`config.mk`:
```
export PLATFORM = sky130hd
export DESIGN_NAME = pfa_adder
export DESIGN_NICKNAME = d
export VERILOG_FILES = /design/src/rtl/pfa_pkg.sv /design/src/rtl/pfa_fa_cell.sv /design/src/rtl/pfa_adder.sv
export SDC_FILE = /design/constraint.sdc
export NUM_CORES = 1
export LEC_CHECK = 0
export ABC_AREA = 1
export BUFFER_PORTS_ARGS = -buffer_cell sky130_fd_sc_hd__buf_2
export CORE_MARGIN = 8
export CORE_UTILIZATION = 30
export DETAILED_ROUTE_END_ITERATION = 8
export GPL_TIMING_DRIVEN = 0
export HOLD_SLACK_MARGIN = 0.15
export SETUP_SLACK_MARGIN = 0.1
export SKIP_CTS_REPAIR_TIMING = 1
export SYNTH_ARGS = -nofsm -noshare
export SYNTH_HDL_FRONTEND = slang
export SYNTH_HIERARCHICAL = 1
export SYNTH_SLANG_ARGS = --single-unit
export TNS_END_PERCENT = 20
```
`constraint.sdc`:
```
create_clock -name clk -period 0.9 [get_ports clk]
set_clock_uncertainty 0.15 [all_clocks]
set_input_delay 0.225 -clock clk [delete_from_list [all_inputs] [get_ports clk]]
set_output_delay 0.225 -clock clk [all_outputs]
set_load 0.005 [all_outputs]
```
`src/rtl/pfa_pkg.sv`:
```
`default_nettype none
// ============================================================================
// Module   : pfa_pkg
// Purpose  : Shared constants and types for the pfa_adder ripple-carry adder.
//            - PFA_DEFAULT_SIZE : default operand/sum width
//            - pfa_result_t     : sum/carry pair, sized for the widest legal
//                                 configuration (64 bits)
// Revision : 1.0 - initial release
// ============================================================================
package pfa_pkg;

    localparam int PFA_DEFAULT_SIZE = 16;
    localparam int PFA_MAX_SIZE     = 64;

    typedef struct packed {
        logic [PFA_MAX_SIZE-1:0] sum;
        logic                    carry;
    } pfa_result_t;

endpackage : pfa_pkg
`default_nettype wire

```
`src/rtl/pfa_fa_cell.sv`:
```
`default_nettype none
// ============================================================================
// Module   : pfa_fa_cell
// Purpose  : One-bit full adder, purely combinational. One link of the
//            ripple chain inside pfa_adder.
// Ports    : a, b  - operand bits
//            ci    - carry in from the next-lower bit
//            s     - sum bit
//            co    - carry out to the next-higher bit
// Revision : 1.0 - initial release
// ============================================================================
module pfa_fa_cell (
    input  logic a,
    input  logic b,
    input  logic ci,
    output logic s,
    output logic co
);

    logic w_p;

    // Propagate term is shared between the sum and the carry.
    assign w_p = a ^ b;
    assign s   = w_p ^ ci;
    assign co  = (a & b) | (w_p & ci);

endmodule : pfa_fa_cell
`default_nettype wire

```
`src/rtl/pfa_adder.sv`:
```
`default_nettype none
// ============================================================================
// Module   : pfa_adder
// Purpose  : SIZE-bit ripple-carry adder with a single output register stage.
//            {c_out, s} = a + b + c_in, latency exactly one cycle, accepts a
//            new operand pair every cycle.
// Ports    : clk       - rising-edge clock
//            rst_n     - asynchronous active-low reset
//            in_valid  - operands valid this cycle
//            a, b      - SIZE-bit unsigned operands
//            c_in      - carry in
//            s         - registered sum (low SIZE bits)
//            c_out     - registered carry out (bit SIZE)
//            out_valid - s/c_out hold a new result
//            ovf       - registered two's-complement overflow
//                        (present only when PFA_OVF_EN is defined)
// Config   : PFA_OVF_EN - adds the ovf output
// Params   : SIZE - operand/sum width, 1..64
// Revision : 1.0 - initial release
// ============================================================================
module pfa_adder
    import pfa_pkg::*;
#(
    parameter int SIZE = PFA_DEFAULT_SIZE
) (
    input  logic            clk,
    input  logic            rst_n,
    input  logic            in_valid,
    input  logic [SIZE-1:0] a,
    input  logic [SIZE-1:0] b,
    input  logic            c_in,
    output logic [SIZE-1:0] s,
    output logic            c_out,
    output logic            out_valid
`ifdef PFA_OVF_EN
    ,
    output logic            ovf
`endif
);

    // ------------------------------------------------------------------
    // Ripple chain: w_carry[i] is the carry into bit i, so w_carry[0] is
    // c_in and w_carry[SIZE] is the final carry out.
    // ------------------------------------------------------------------
    logic [SIZE-1:0] w_sum;
    logic [SIZE:0]   w_carry;

    assign w_carry[0] = c_in;

    generate
        for (genvar gi = 0; gi < SIZE; gi++) begin : g_cell
            pfa_fa_cell u_cell (
                .a  (a[gi]),
                .b  (b[gi]),
                .ci (w_carry[gi]),
                .s  (w_sum[gi]),
                .co (w_carry[gi+1])
            );
        end
    endgenerate

    // ------------------------------------------------------------------
    // Output register. Result registers load only on accepted inputs and
    // otherwise hold; the valid flag tracks in_valid every cycle.
    // ------------------------------------------------------------------
    logic [SIZE-1:0] r_sum;
    logic            r_cout;
    logic            r_valid;

    always_ff @(posedge clk or negedge rst_n) begin
        if (!rst_n) begin
            r_sum   <= '0;
            r_cout  <= 1'b0;
            r_valid <= 1'b0;
        end else begin
            r_valid <= in_valid;
            if (in_valid) begin
                r_sum  <= w_sum;
                r_cout <= w_carry[SIZE];
            end
        end
    end

    assign s         = r_sum;
    assign c_out     = r_cout;
    assign out_valid = r_valid;

`ifdef PFA_OVF_EN
    // Signed overflow: the carry into the MSB disagrees with the carry out.
    logic w_ovf;
    logic r_ovf;

    assign w_ovf = w_carry[SIZE-1] ^ w_carry[SIZE];

    always_ff @(posedge clk or negedge rst_n) begin
        if (!rst_n) begin
            r_ovf <= 1'b0;
        end else if (in_valid) begin
            r_ovf <= w_ovf;
        end
    end

    assign ovf = r_ovf;
`endif

endmodule : pfa_adder
`default_nettype wire

```
==> flow_summary_export.csv <==
group,metric,value,unit
finish,multi_input_area,562,um^2
placement,place.gp.congestion,0.737,
drt,drc_errors,0,
sta,fin_hold_ws,-0.308,ns
global_routing,grt_pass1_vias,885,
floorplanning,die_area,0.00555,mm^2
worst_setup_path,crit_type,"in2reg",
finish,syn_to_final_growth,39.3,%
worst_setup_path,worstPathArrival,6.18,ns
finish,drive_above_1_share,55.5,%
sta,setup_viol,34,
floorplanning,core,0.00331,mm^2
sta,rsz0062_at_grt,"true",
floorplanning,die_w,74.5,um
logic_synthesis,syn-instance-count,89,
clocking,cts_sinks,18,
logic_synthesis,yosysTopAreaCellShare,43.9,%
worst_setup_path,startpoint_type,"input port",
global_routing,antenna_found_initial,0,
global_routing,grt_max_degree,19,
run_status,status,"complete, but fails checks",
sta,setup_ws,-5.24,ns
sta,setup_tns,-52.40,ns
sta,hold_violations,19,
worst_setup_path,crit_path_end_kind,"register",
drt,viasPerCell,4.10,
finish,regArea,450,um^2
finish,final_nets,199,
logic_synthesis,ys.warnings.count,6,
logic_synthesis,ys_seq_area_share,43.9,%
worst_setup_path,crit_path_start,"a[0]",
run_status,violations,"hold timing, setup timing",
drt,drt-initial-drc-count,22,
drt,wl,2450,um
clocking,cts_htree_levels,1,
global_routing,grt_pass1_wl,3820,um
run,max-cap-violations,0,
sta,max-slew-margin-rel,73.8,%
drt,postRouteAntennaNets,0,
logic_synthesis,synth_top_cell_by_area,"dfrtp_1",
clocking,cts_buffers,3,
finish,num_antenna_cells,0,
worst_setup_path,worstPathMaxFanout,1,
clocking,clockBufferDepth,2,
sta,min_period,6.14,ns
clocking,cts-root-buf,"clkbuf_4",
sta,max_freq,163,MHz
drt,num_vias,788,
drt,post_drt_wl_per_cell,12.8,um
clocking,cts_tree,"built",
sta,tightest_slew,0.393,ns
floorplanning,die_y,74.5,um
drt,drt_pass1_iterations,4,
power_and_ir_drop,leakage,0.000737,uW
placement,portBuffers,53,
finish,fillerInstances,360,
power_and_ir_drop,power_density,1510,mW/mm^2
worst_setup_path,reg2reg_from,"s[7]",
placement,place_ws,-5.62,ns
logic_synthesis,yosys_register_bits,18,
logic_synthesis,syn_avg_cell_area,11.5,um^2
power_and_ir_drop,vdd_drop_max,0.000524,V
placement,place_hpwl,2140,um
sta,slew_violations,0,
global_routing,grt-ovfl-total,0,
floorplanning,row_count,21,
clocking,clk_latency,0.28,ns
finish,postLayoutCoreUtil,43.2,%
floorplanning,initial_utilization,31.0,%
logic_synthesis,syn_nets,141,
clocking,path_clk_slew,0.11,ns
logic_synthesis,syn_area,0.00103,mm^2
hold_path,min_path_type,"in2async",
logic_synthesis,ys_types,8,
global_routing,gr-usage-all-layers,9.13,%
sta,finalCritPeriodShare,682,%
floorplanning,pin_count,54,
logic_synthesis,synth_area_leaders,"dfrtp_1 (44%), fa_1 (31%), nand2_1 (17%)",
worst_setup_path,worstPathRequired,0.93,ns
==> cell families (layout without fill, tap and decap cells) <==
| group | Yosys count | count (layout) | share of synthesized area [%] |
|---|---|---|---|
| fa+ha+maj | 16 | 16 | 31.2 |
| flops | 18 | 18 | 43.9 |
| buf+inv | 4 | 61 | 5.00 |
| simple gates | 51 | 51 | 19.9 |
==> worst max-delay path, cell delays in order <==
cell	delay, ns
buf_6	0.09
fa_2	0.38
fa_2	0.36
fa_2	0.36
fa_2	0.35
fa_2	0.35
fa_2	0.35
fa_2	0.36
fa_2	0.35
fa_2	0.34
fa_2	0.35
fa_2	0.35
fa_2	0.35
fa_2	0.35
fa_2	0.36
fa_2	0.34
fa_1	0.43
nand2_1	0.08
nand2_1	0.05
==> cell usage in the layout (no fill, tap or decap) <==
cell type | netlist | layout
buf_2 | 0 | 52
buf_6 | 1 | 2
buf_8 | 1 | 1
clkbuf_4 | 0 | 3
clkbuf_8 | 1 | 2
dfrtp_1 | 18 | 18
fa_1 | 16 | 1
fa_2 | 0 | 15
inv_8 | 1 | 1
nand2_1 | 46 | 46
nand2_2 | 5 | 5
==> report_power, final <==
group | internal [uW] | switching [uW] | total [uW]
logic | 328 | 321 | 649
registers | 947 | 69.7 | 1020
clock network | 246 | 245 | 491
total | 1520 | 637 | 2160
==> stage by stage <==
stage          instance area, um^2  power, uW  cells
3_5_place_dp                  1390       1710    188
6_report                      1430       2160    192
3_3_place_gp                  1390       1670    188
5_1_grt                       1430       2340    192
2_1_floorplan                 1060       1350     89
4_1_cts                       1420       2210    192
==> path summary, 6_finish.rpt <==
kind,to,depth (start not counted),slack [ns]
setup reg to reg,s[7],2,0.14
max in group asynchronous,s[15],1,0.62
setup / recovery,s[15],19,-5.24
min in group clk,out_valid,1,-0.09
hold reg to reg,s[15],2,0.33
hold / removal,s[6],1,-0.31
==> cell type report <==
| class | count | area share (%) |
|---|---|---|
| sequential | 18 | 31.5 |
| inverter | 1 | 0.788 |
| clock buffer | 4 | 2.54 |
| buffer | 3 | 2.80 |
| timing repair buffer | 53 | 19.0 |
| multi-input combinational | 67 | 39.3 |
| tap | 46 | 4.03 |
==> layer usage <==
metal	vias to the layer above	track usage (%)	share of wire [%]
met3	2	2.70	7.0
met4	0	3.91	0.69
li1	382	-	-
met2	25	17.5	58
met1	379	8.66	34
met5	-	0	0
==> flip-flops by register name (all words and copies together) (netlist names) <==
| signal | cells |
|---|---|
| c_out | 1 |
| out_valid | 1 |
| s | 16 |
==> synth_stat cells, drive strengths merged <==
| cell type | instances |
|---|---|
| clkbuf | 1 |
| nand2 | 51 |
| inv | 1 |
| fa | 16 |
| buf | 2 |
| dfrtp | 18 |
(Power assumes the default switching activity.)
